File: config.mk
export PLATFORM = sky130hd
export DESIGN_NAME = irq_req_ack
export DESIGN_NICKNAME = d
export VERILOG_FILES = /design/src/rtl/irq_req_ack.sv
export SDC_FILE = /design/constraint.sdc
export NUM_CORES = 1
export LEC_CHECK = 0
export CAP_MARGIN = 15
export CORE_UTILIZATION = 43
export DETAILED_ROUTE_END_ITERATION = 6
export GPL_ROUTABILITY_DRIVEN = 0
export PLACE_DENSITY = 0.75
export SYNTH_ARGS = -nofsm -noshare
export SYNTH_HDL_FRONTEND = slang
export SYNTH_SLANG_ARGS = --single-unit
File: constraint.sdc
create_clock -name CK -period 3.4 [get_ports CK]
set_input_delay 0.68 -clock CK [delete_from_list [all_inputs] [get_ports CK]]
set_output_delay 0.68 -clock CK [all_outputs]
set_load 0.02 [all_outputs]
File: src/rtl/irq_req_ack.sv
// irq_req_ack: requester side of the 27-channel A/B/C priority interrupt
// controller. It latches source events into a sticky pending register and
// presents the masked pending set as registered A/B/C request vectors. After
// a settle interval it samples the controller's bus grant and channel code,
// issues a one-cycle one-hot acknowledge, and retires the winning pending bit.
// Optional: define IRQ_REQ_ACK_CNT_EN to build a saturating acknowledge
// counter on ack_cnt. Without it, ack_cnt is tied to zero.
module irq_req_ack #(
  parameter int SETTLE_CYC = 2,  // 1..15
  parameter int ACK_GAP    = 1   // 0..15
) (
  input  logic        CK,
  input  logic        RN,
  input  logic [26:0] src_req,
  input  logic [26:0] mask,
  output logic [8:0]  req_a,
  output logic [8:0]  req_b,
  output logic [8:0]  req_c,
  input  logic [2:0]  grant_bus,
  input  logic [3:0]  grant_chan,
  output logic [26:0] ack,
  output logic        ack_valid,
  output logic [4:0]  ack_id,
  output logic        busy,
  output logic        err,
  output logic [15:0] ack_cnt
);

  typedef enum logic [2:0] {IDLE, SETTLE, SAMPLE, ACK, GAP} state_t;

  state_t      state, nxt;
  logic [26:0] pending;
  logic [26:0] live;
  logic [26:0] req_q;
  logic [3:0]  cnt;
  logic [1:0]  sbus;
  logic [4:0]  sidx;
  logic        grant_ok;

  assign live  = pending & ~mask;
  assign req_a = req_q[8:0];
  assign req_b = req_q[17:9];
  assign req_c = req_q[26:18];
  assign busy  = (state != IDLE);

  // Decode the controller grant against the frozen request snapshot.
  // Bus A has priority over B, B over C, when several enables are seen.
  always_comb begin
    sbus = 2'd0;
    if (grant_bus[0])      sbus = 2'd0;
    else if (grant_bus[1]) sbus = 2'd1;
    else if (grant_bus[2]) sbus = 2'd2;
    sidx     = 5'(sbus) * 5'd9 + {1'b0, grant_chan};
    grant_ok = 1'b0;
    if ((grant_bus != 3'b000) && (grant_chan <= 4'd8))
      grant_ok = req_q[sidx];
  end

  // State register.
  always_ff @(posedge CK or negedge RN) begin
    if (!RN) state <= IDLE;
    else     state <= nxt;
  end

  // Next-state logic.
  always_comb begin
    nxt = state;
    case (state)
      IDLE:    if (live != '0) nxt = SETTLE;
      SETTLE:  if (cnt == 4'd0) nxt = SAMPLE;
      SAMPLE:  nxt = grant_ok ? ACK : IDLE;
      ACK:     nxt = (ACK_GAP > 0) ? GAP : IDLE;
      GAP:     if (cnt == 4'd0) nxt = IDLE;
      default: nxt = IDLE;
    endcase
  end

  // Pending set/clear: a new event on the acknowledged bit wins over the clear.
  always_ff @(posedge CK or negedge RN) begin
    if (!RN) pending <= '0;
    else     pending <= (pending & ~((state == ACK) ? ack : 27'd0)) | src_req;
  end

  // Request snapshot, interval counter, acknowledge and error registers.
  always_ff @(posedge CK or negedge RN) begin
    if (!RN) begin
      req_q     <= '0;
      cnt       <= '0;
      ack       <= '0;
      ack_valid <= 1'b0;
      ack_id    <= '0;
      err       <= 1'b0;
    end else begin
      ack       <= '0;
      ack_valid <= 1'b0;
      case (state)
        IDLE: begin
          req_q <= live;
          cnt   <= 4'(SETTLE_CYC - 1);
        end
        SETTLE: if (cnt != 4'd0) cnt <= cnt - 4'd1;
        SAMPLE: begin
          if (grant_ok) begin
            ack       <= 27'd1 << sidx;
            ack_valid <= 1'b1;
            ack_id    <= sidx;
          end else begin
            err <= 1'b1;
          end
        end
        ACK:  cnt <= 4'(ACK_GAP - 1);
        GAP:  if (cnt != 4'd0) cnt <= cnt - 4'd1;
        default: ;
      endcase
    end
  end

`ifdef IRQ_REQ_ACK_CNT_EN
  logic [15:0] cnt_q;
  assign ack_cnt = cnt_q;

  // Saturating count of acknowledges issued.
  always_ff @(posedge CK or negedge RN) begin
    if (!RN)                                cnt_q <= '0;
    else if (ack_valid && cnt_q != 16'hFFFF) cnt_q <= cnt_q + 16'd1;
  end
`else
  assign ack_cnt = 16'h0000;
`endif

endmodule

==> results of run 1 <==
-- power groups by stage --
stage	sequential [µW]	clock (µW)	combinational (µW)
CTS	1600	743	1730
global placement	1620	0	1680
floorplan	1750	0	850
detailed placement	1630	0	1730
finish	1600	731	1740
global route	1630	793	1890
-- critical path: stages --
cell	delay, ns
sky130_fd_sc_hd__clkdlybuf4s50_1	0.48
sky130_fd_sc_hd__nor3b_2	0.21
sky130_fd_sc_hd__ha_1	0.27
sky130_fd_sc_hd__ha_2	0.20
sky130_fd_sc_hd__fa_2	0.36
sky130_fd_sc_hd__xnor2_2	0.18
sky130_fd_sc_hd__mux4_2	0.36
sky130_fd_sc_hd__o21ai_4	0.20
sky130_fd_sc_hd__a22oi_4	0.11
sky130_fd_sc_hd__nor2_4	0.22
sky130_fd_sc_hd__mux2_4	0.32
-- cell type report --
type | count | area [µm²]
fill | 811 | 3826
timing repair buffer | 142 | 1404
multi-input combinational | 294 | 1886
tap | 133 | 166.4
clock inverter | 7 | 70.07
inverter | 3 | 11.26
clock buffer | 9 | 123.9
sequential | 95 | 2377
-- sequential cells by signal, summed over array words and instances (netlist names) --
register	cells
ack_id	5
pending	27
req_q	27
state	3
err	1
cnt	4
ack_valid	1
ack	27
-- path summary, 6_finish.rpt --
kind	endpoint	start
max reg2reg	state[0]$_DFFE_PN0P_	state[2]$_DFFE_PN0P_
min reg2reg	pending[21]$_DFF_PN0_	pending[21]$_DFF_PN0_
max in group asynchronous	pending[6]$_DFF_PN0_	RN
min	ack_id[2]$_DFFE_PN0P_	RN
min in group CK	pending[21]$_DFF_PN0_	pending[21]$_DFF_PN0_
max	ack_id[2]$_DFFE_PN0P_	grant_bus[2]
-- cell usage in the layout (no fill, tap or decap), types with 4 or more instances in the layout --
cell	instances
sky130_fd_sc_hd__clkdlybuf4s50_1	121
sky130_fd_sc_hd__dfrtp_1	95
sky130_fd_sc_hd__nand2_1	57
sky130_fd_sc_hd__nor2_1	38
sky130_fd_sc_hd__o21ai_0	35
sky130_fd_sc_hd__a21o_1	29
sky130_fd_sc_hd__nand2b_1	27
sky130_fd_sc_hd__buf_4	17
sky130_fd_sc_hd__conb_1	16
sky130_fd_sc_hd__mux2i_1	9
sky130_fd_sc_hd__nand3_1	9
sky130_fd_sc_hd__clkbuf_8	9
sky130_fd_sc_hd__nor2b_1	7
sky130_fd_sc_hd__ha_1	6
sky130_fd_sc_hd__mux2_2	5
sky130_fd_sc_hd__mux4_1	4
sky130_fd_sc_hd__a21oi_1	4
sky130_fd_sc_hd__nor3_1	4
sky130_fd_sc_hd__nand4_1	4
sky130_fd_sc_hd__mux2_4	4
-- stage by stage --
step	hold WS, ns	power [µW]
5_1_grt	0.3387	4318
4_1_cts	0.3072	4080
3_5_place_dp	0.4601	3354
6_report	0.2928	4076
3_3_place_gp	0.4508	3295
2_1_floorplan	0.3844	2600
-- per-layer routing --
layer / track usage / up-vias / share of wire
li1: - / 1645 / -
met5: 0 / - / 0
met4: 0.05742 / 0 / 0.0085
met2: 0.3713 / 101 / 0.52
met1: 0.2842 / 1711 / 0.43
met3: 0.05492 / 9 / 0.046
-- repair_timing --
item / CTS / global route
resized for setup: 1 / 7
endpoints found under the setup margin: 4 / 5
buffers inserted: 0 / 1
hold endpoints to repair: 0 / 0
hold buffers: 0 / 0
pin swaps: 0 / 4
-- cells by family (layout without fill, tap and decap cells) --
kind of cell,Yosys count,in the layout,share of synthesized area
and+or+nand+nor,164,164,0.1799
DFF,95,95,0.5407
AOI/OAI and AO/OA,80,80,0.1190
buffers and inverters,36,161,0.04923
muxes,24,24,0.08196
adders and majority gates,8,8,0.02447
xor gates and xnor gates,2,2,0.003985
other,1,16,0.0008529
==> impl_summary.txt, run 1 <==
----------------------------------------------------
[Run status]
  Run status ... completed

[Run]
  Reported max-cap violation count ... 0

[Clocking]
  Clock tree from TritonCTS ... yes
  Clock Tree Buf Depth ... 2
  H-tree Lvls ... 3
  Root buffer cell ... sky130_fd_sc_hd__clkbuf_8
  Source-to-sink clock delay at the later pin of the worst-skew pair ... 0.37 ns
  Clock transition at the registers of the reported paths ... 0.10 ns
  CTS sink cnt ... 95
  Clock buffer count from CTS ... 9

[Timing]
  Final Slew Violations ... 0
  Final setup TNS ... 0 ns
  Period utilisation layout ... 0.9770
  Maximum clock rate ... 301.0 MHz
  Post-Route Skew ... 0.01356 ns
  Final worst setup slack ... 0.07816 ns
  Time the worst path needs with I/O delays and setup ... 3.322 ns
  Final Hold Fails ... 0
  Slew at the pin with the worst max-slew slack ... 0.9098 ns
  Final setup vio count ... 0
  Max-slew headroom at the worst pin ... 0.3922
  Setup repair after global routing missed its margin ... false

[GRT]
  Global-route wire length before repair ... 17,220 µm
  Vias in the first global route ... 3,428
  Gr ovfl total ... 0
  Total routing usage reported by global routing ... 0.2200
  Initial antenna violation count ... 0
  Largest net degree at the start of global routing ... 54

[Floorplan]
  Core Footprint ... 0.009864 mm²
  Die outline area ... 0.01063 mm²
  # IOs ... 141
  Width of the die ... 103.1 µm
  Effective utilization at floorplan ... 0.4457
  Die outline height ... 103.1 µm
  Cell row count ... 36

[Setup path]
  Worst-path fanout max ... 5
  Kind of start point of the critical path ... input port
  Endpoint type of the worst setup path ... flip-flop
  Data arrival, critical path ... 3.58 ns
  Kind of critical path ... in2reg
  Number of cells on the worst reg-to-reg path ... 6
  Required time of the worst setup path ... 3.66 ns
  Minimum setup slack among reg-to-reg paths ... 1.06 ns

[Pwr]
  Internal power component ... 2461 µW
  Combinational fraction of design power ... 0.427
  Fraction of power consumed by sequential logic ... 0.394
  Pwr/cell area ... 675.0 mW/mm²
  Leakage dissipation ... 0.002514 µW
  Clock network fraction of total power ... 0.179
  Worst IR Drop VDD ... 0.3962 mV
  Sw Pwr ... 1615 µW
  Net switching share of the total power ... 0.3963

[Synth]
  Most used standard cells in the synthesized netlist ... sky130_fd_sc_hd__dfrtp_1, sky130_fd_sc_hd__nand2_1, sky130_fd_sc_hd__nor2_1
  Most used standard cell by instance count after synthesis ... sky130_fd_sc_hd__dfrtp_1
  Proportion of synthesized flip-flops having asynchronous set or reset ... 1.000
  Number of synthesized register bits ... 95
  Distinct cell type count of the synthesized netlist ... 46
  Sequential area share after synthesis ... 0.5407
  Primary flip-flop cell chosen by synthesis mapping ... sky130_fd_sc_hd__dfrtp_1
  Top area cells in the synthesized netlist ... sky130_fd_sc_hd__dfrtp_1, sky130_fd_sc_hd__a21o_1, sky130_fd_sc_hd__nand2_1
  Cell taking the most area after synthesis ... sky130_fd_sc_hd__dfrtp_1
  Area share of the leading cell type in the synthesized netlist ... 0.5407
  Syn Std Cell Area ... 0.004397 mm²
  Post-synth EDFFs ... 0
  Mean post-synth cell area ... 10.72 µm²
  Synthesis warning total ... 0
  Instance count of the mapped netlist ... 410

[Cells and area]
  Fin cells ... 683
  Final core occ ... 0.6121
  Share of final-layout standard cells stronger than drive strength 1 ... 0.1018
  Inserted Diodes ... 0
  Post-synthesis to final-layout area growth ... 37.34%
  Nets ... 616
  Post-route standard cell area excluding fillers ... 0.006038 mm²

[Placed design]
  Cell total after placement ... 666
  DP HPWL ... 8321 µm
  Placed Instance Area ... 0.005816 mm²
  Port Buf Inserts ... 124
  Post-placement setup slack ... -0.4225 ns

[Drt]
  Iteration count of the initial detailed-routing pass ... 4
  Total detailed-routing wirelength ... 10,970 µm
  Final routed wire length divided by cell count ... 16.06 µm
  Detail Route Antenna Nets ... 0
  Via count ... 3,466
  DRC ... 0
  Via density ... 5.075
  DRC violation total after the first TritonRoute iteration ... 141

[Min path]
  HP Class ... in2async

----------------------------------------------------
Power figures use the tool's default switching activity.
==> inputs of run 2 (changes only) <==
GPL_TIMING_DRIVEN = 0   (was unset)
clock period = 3.66 ns   (was 3.4 ns; I/O delays follow)
==> impl_summary.txt, run 2 (same netlist as run 1, synthesis figures left out) <==
----------------------------------------------------
[Run status]
  Run status ... completed

[Drt]
  DRC violation total after the first TritonRoute iteration ... 265
  Routed length on met3 ... 996 µm
  DR top layer ... met4
  Iteration count of the initial detailed-routing pass ... 4
  Detail Route Antenna Nets ... 0
  Metal2 WL ... 5562 µm
  Via density ... 5.080
  Via count ... 3,556
  DRC ... 0
  Met1 layer wirelength in the final routing ... 4717 µm
  Total detailed-routing wirelength ... 11,480 µm
  Final routed wire length divided by cell count ... 16.39 µm

[Timing]
  Time the worst path needs with I/O delays and setup ... 3.512 ns
  Final Slew Violations ... 0
  Post-Route Skew ... 0.007366 ns
  Period utilisation layout ... 0.9596
  Max-slew headroom at the worst pin ... 0.4503
  Slew at the pin with the worst max-slew slack ... 0.8227 ns
  Maximum clock rate ... 284.7 MHz
  Worst hold slack ... 0.2859 ns
  Final setup vio count ... 0
  Final setup TNS ... 0 ns
  Final Hold Fails ... 0
  Final worst setup slack ... 0.1478 ns

[Placed design]
  Post-placement setup slack ... -0.6929 ns
  Port Buf Inserts ... 124
  DP HPWL ... 8663 µm

[Setup path]
  Worst-path fanout max ... 5
  Kind of start point of the critical path ... input port
  Required time of the worst setup path ... 3.93 ns
  Endpoint type of the worst setup path ... flip-flop
  Data arrival, critical path ... 3.78 ns
  Kind of critical path ... in2reg

[Floorplan]
  Cell row count ... 36
  # IOs ... 141
  Core Footprint ... 0.009864 mm²
  Die outline height ... 103.1 µm
  Effective utilization at floorplan ... 0.4457
  Die outline area ... 0.01063 mm²
  Width of the die ... 103.1 µm

[Clocking]
  Clock buffer count from CTS ... 9
  Source-to-sink clock delay at the later pin of the worst-skew pair ... 0.37 ns
  Clock tree from TritonCTS ... yes
  Clock transition at the registers of the reported paths ... 0.10 ns
  H-tree Lvls ... 3
  CTS sink cnt ... 95
  Clock Tree Buf Depth ... 2
  Root buffer cell ... sky130_fd_sc_hd__clkbuf_8

[Cells and area]
  Area occupied by multi-input gates ... 0.001884 mm²
  Post-synthesis to final-layout area growth ... 39.33%
  Register area ... 0.002377 mm²
  Commonest non-fill, non-tap cell in the layout ... sky130_fd_sc_hd__clkdlybuf4s50_1
  Final core occ ... 0.6210
  FILL cells ... 818
  Top library cells by usage in the layout, fill and taps aside ... sky130_fd_sc_hd__clkdlybuf4s50_1, sky130_fd_sc_hd__dfrtp_1, sky130_fd_sc_hd__nand2_1, sky130_fd_sc_hd__nor2_1, sky130_fd_sc_hd__o21ai_0
  Nets ... 633
  Biggest registers after layout ... ack x27, pending x27, req_q x27
  Share of final-layout standard cells stronger than drive strength 1 ... 0.1058
  Inserted Diodes ... 0

[Pwr]
  Fraction of power consumed by sequential logic ... 0.370
  Sw Pwr ... 1526 µW
  Net switching share of the total power ... 0.3934
  Internal power component ... 2353 µW
  Leakage dissipation ... 0.002542 µW
  Worst IR Drop VDD ... 0.2507 mV
  Clock network fraction of total power ... 0.185
  Combinational fraction of design power ... 0.444
  Pwr/cell area ... 633.2 mW/mm²

[GRT]
  Global-route wire length before repair ... 17,950 µm
  Initial antenna violation count ... 0
  Total routing usage reported by global routing ... 0.2314
  Largest net degree at the start of global routing ... 64
  Gr ovfl total ... 0
  Vias in the first global route ... 3,504

[Run]
  Reported max-cap violation count ... 0

[Min path]
  HP Class ... in2async

----------------------------------------------------
-- run 2: cell count changes in the layout (fill, tap and decap cells not counted), moves of 2 or more --
cell                              previous run  this run
sky130_fd_sc_hd__clkdlybuf4s50_1           121       123
sky130_fd_sc_hd__buf_12                      2         0
sky130_fd_sc_hd__dlymetal6s2s_1              2         0
sky130_fd_sc_hd__clkbuf_1                    0        12
sky130_fd_sc_hd__buf_4                      17        19
-- run 2: power by group through the flow --
stage | sequential [µW] | combinational (µW) | clock, µW
detailed placement | 1450 | 1700 | 0
CTS | 1430 | 1710 | 729
floorplan | 1630 | 788 | 0
global placement | 1440 | 1650 | 0
finish | 1440 | 1720 | 719
global route | 1460 | 1870 | 768
-- run 2: metrics by stage --
step | instances | power [µW] | instance area (µm²)
6_report | 700 | 3879 | 6126
5_1_grt | 700 | 4096 | 6126
4_1_cts | 700 | 3868 | 6106
3_5_place_dp | 683 | 3148 | 5886
3_3_place_gp | 682 | 3089 | 5861
2_1_floorplan | 425 | 2414 | 4453
-- run 2: repair_timing --
action                     CTS  global route
pin swaps                    1             4
resized for setup            2             8
hold buffers                 0             0
setup buffers                1             0
setup endpoints to repair    7             4
gates cloned                 0             0
-- run 2: final timing paths --
check | startpoint | to | slack [ns] | depth (start not counted)
setup / recovery | grant_bus[0] | ack_id[2]$_DFFE_PN0P_ | 0.15 | 11
hold / removal | RN | ack[25]$_DFF_PN0_ | 0.29 | 1
setup reg to reg | state[1]$_DFFE_PN0P_ | pending[16]$_DFF_PN0_ | 1.16 | 6
hold reg to reg | pending[21]$_DFF_PN0_ | pending[21]$_DFF_PN0_ | 0.48 | 1
max in group asynchronous | RN | pending[26]$_DFF_PN0_ | 2.72 | 2
min in group CK | pending[21]$_DFF_PN0_ | pending[21]$_DFF_PN0_ | 0.48 | 1
-- run 2: metal layers --
metal,GRT usage,vias to the layer above
met5,0,-
li1,-,1679
met3,0.05424,14
met1,0.3040,1720
met2,0.3769,143
met4,0.08234,0
-- run 2: final cells by class --
type                    count  area share
multi-input cells         294      0.3076
plain buffers              33     0.03411
clock inverters             7     0.01307
well taps                 133     0.02717
repair buffers            126      0.2079
clock buffers               9     0.02022
inverters                   3    0.001838
flip-flops and latches     95      0.3881
-- run 2: critical path: stages --
cell	delay, ns
sky130_fd_sc_hd__clkdlybuf4s50_1	0.46
sky130_fd_sc_hd__nor3b_2	0.24
sky130_fd_sc_hd__ha_1	0.28
sky130_fd_sc_hd__ha_2	0.21
sky130_fd_sc_hd__fa_2	0.38
sky130_fd_sc_hd__xnor2_2	0.22
sky130_fd_sc_hd__mux4_2	0.36
sky130_fd_sc_hd__o21ai_4	0.22
sky130_fd_sc_hd__a22oi_4	0.13
sky130_fd_sc_hd__nor2_4	0.23
sky130_fd_sc_hd__mux2_4	0.32
==> inputs of run 3 (changes only) <==
PLACE_DENSITY = unset   (was 0.75)
PLACE_DENSITY_LB_ADDON = 0.08   (was unset)
SETUP_SLACK_MARGIN = 0.02   (was unset)
==> impl_summary.txt, run 3 (same netlist as run 1, synthesis figures left out) <==
----------------------------------------------------
[GRT]
  Vias in the first global route ... 3,477
  Gr ovfl total ... 0
  Largest net degree at the start of global routing ... 50
  Initial antenna violation count ... 0
  Total routing usage reported by global routing ... 0.2331
  Global-route wire length before repair ... 17,920 µm

[Floorplan]
  Die outline height ... 103.1 µm
  Core Footprint ... 0.009864 mm²
  # IOs ... 141
  Die outline area ... 0.01063 mm²
  Effective utilization at floorplan ... 0.4457
  Cell row count ... 36
  Width of the die ... 103.1 µm

[Timing]
  Slew at the pin with the worst max-slew slack ... 1.013 ns
  Final setup vio count ... 0
  Post-Route Skew ... 0.008845 ns
  Period utilisation layout ... 0.9550
  Setup repair after global routing missed its margin ... false
  Maximum clock rate ... 286.1 MHz
  Final Hold Fails ... 0
  Worst hold slack ... 0.3623 ns
  Time the worst path needs with I/O delays and setup ... 3.495 ns
  Final setup TNS ... 0 ns
  Max-slew headroom at the worst pin ... 0.3223
  Final Slew Violations ... 0

[Cells and area]
  FILL cells ... 847
  Area occupied by multi-input gates ... 0.001872 mm²
  Inserted Diodes ... 0
  Biggest registers after layout ... ack x27, pending x27, req_q x27
  Nets ... 633
  Commonest non-fill, non-tap cell in the layout ... sky130_fd_sc_hd__clkdlybuf4s50_1
  Register area ... 0.002377 mm²
  Share of final-layout standard cells stronger than drive strength 1 ... 0.09877
  Post-synthesis to final-layout area growth ... 39.10%
  Fin cells ... 700
  Top library cells by usage in the layout, fill and taps aside ... sky130_fd_sc_hd__clkdlybuf4s50_1, sky130_fd_sc_hd__dfrtp_1, sky130_fd_sc_hd__nand2_1, sky130_fd_sc_hd__nor2_1, sky130_fd_sc_hd__o21ai_0

[Drt]
  DRC ... 0
  Detail Route Antenna Nets ... 0
  Final routed wire length divided by cell count ... 16.59 µm
  Iteration count of the initial detailed-routing pass ... 4
  Total detailed-routing wirelength ... 11,610 µm
  DRC violation total after the first TritonRoute iteration ... 148
  Via density ... 5.066
  Via count ... 3,546

[Setup path]
  Cell Chain, Critical Path ... clkdlybuf4s50_1 > nor3b_2 > ha_1 > ha_1 > fa_1 > xnor2_2 > mux4_1 > o21ai_2 > a22oi_4 > nor2_4 > mux2_4
  Worst-path fanout max ... 5
  Most common cell on crit path ... sky130_fd_sc_hd__ha_1
  Required time of the worst setup path ... 3.92 ns
  Critical register-to-register path endpoint ... pending[17]$_DFF_PN0_
  Kind of start point of the critical path ... input port
  Buffer and inverter count on the worst path ... 1
  Kind of cell adding the most delay to the critical path ... adder cells
  Endpoint type of the worst setup path ... flip-flop
  Number of cells on the worst reg-to-reg path ... 6
  Critical R2R Launch ... state[1]$_DFFE_PN0P_
  Critical Path Max Stage Delay ... 0.45 ns
  Data arrival, critical path ... 3.75 ns
  Highest-delay cell along the critical path ... sky130_fd_sc_hd__clkdlybuf4s50_1
  Kind of critical path ... in2reg
  Minimum setup slack among reg-to-reg paths ... 1.04 ns

[Clocking]
  Post-cts hold buffer count ... 0
  Clock tree from TritonCTS ... yes
  Clock buffer count from CTS ... 9
  H-tree Lvls ... 3
  Clock transition at the registers of the reported paths ... 0.10 ns
  CTS sink cnt ... 95
  Clock Tree Buf Depth ... 2
  Root buffer cell ... sky130_fd_sc_hd__clkbuf_8
  Source-to-sink clock delay at the later pin of the worst-skew pair ... 0.37 ns

[Pwr]
  Pwr/cell area ... 631.2 mW/mm²
  Net switching share of the total power ... 0.3893
  Clock network fraction of total power ... 0.187
  Internal power component ... 2357 µW
  Sw Pwr ... 1503 µW
  Total power draw ... 3860 µW
  Fraction of power consumed by sequential logic ... 0.373
  Leakage dissipation ... 0.002543 µW
  Worst IR Drop VDD ... 0.3460 mV
  Combinational fraction of design power ... 0.440

[Placed design]
  Cell total after placement ... 683
  Port Buf Inserts ... 124
  DP HPWL ... 8717 µm

[Run status]
  Run status ... completed

[Min path]
  HP Class ... in2async

[Run]
  Reported max-cap violation count ... 0

----------------------------------------------------
run 3: repair_timing:
action                                  4_1_cts  5_1_grt
endpoints found under the setup margin        4        4
setup buffers                                 1        0
resized for setup                             2        2
pin swaps                                     1        0
run 3: worst max path at each step:
stage	from	slack (ns)	endpoint	cells after the start
2_1_floorplan	grant_bus[1]	0.15	ack_id[0]$_DFFE_PN0P_	10
5_1_grt	grant_bus[1]	0.06	ack_id[3]$_DFFE_PN0P_	11
3_5_place_dp	grant_bus[1]	-0.57	ack_id[3]$_DFFE_PN0P_	11
3_3_place_gp	RN	-1.71	pending[12]$_DFF_PN0_	1
6_report	grant_bus[1]	0.16	ack_id[3]$_DFFE_PN0P_	11
4_1_cts	grant_bus[1]	0.13	ack_id[3]$_DFFE_PN0P_	12
run 3: area by class of cell:
class,count,area share
flip-flops and latches,95,0.3887
multi-input cells,294,0.3061
repair buffers,126,0.2083
plain buffers,33,0.03417
well taps,133,0.02721
clock buffers,10,0.02250
clock inverters,6,0.01125
inverters,3,0.001841
run 3: per-stage QoR:
step	area (µm²)	utilization	worst slack, ns
after global routing	6116	0.6200	0.05985
final	6116	0.6200	0.1646
after global placement	5861	0.5941	-1.707
after floorplan	4453	-	0.1459
after detailed placement	5886	0.5967	-0.5744
after CTS	6108	0.6192	0.1289
run 3: power groups by stage:
| stage | combinational, µW | clock, µW | sequential, µW |
|---|---|---|---|
| CTS | 1700 | 735 | 1440 |
| finish | 1700 | 723 | 1440 |
| detailed placement | 1690 | 0 | 1460 |
| floorplan | 788 | 0 | 1630 |
| global route | 1840 | 779 | 1470 |
| global placement | 1650 | 0 | 1460 |
run 3: metal layers:
metal | up-vias | routed length (µm) | global-route usage
met1 | 1727 | 5181 | 0.3042
met4 | 0 | 202 | 0.07692
li1 | 1681 | - | -
met2 | 122 | 5434 | 0.3795
met5 | - | 0 | 0
met3 | 16 | 792 | 0.06169
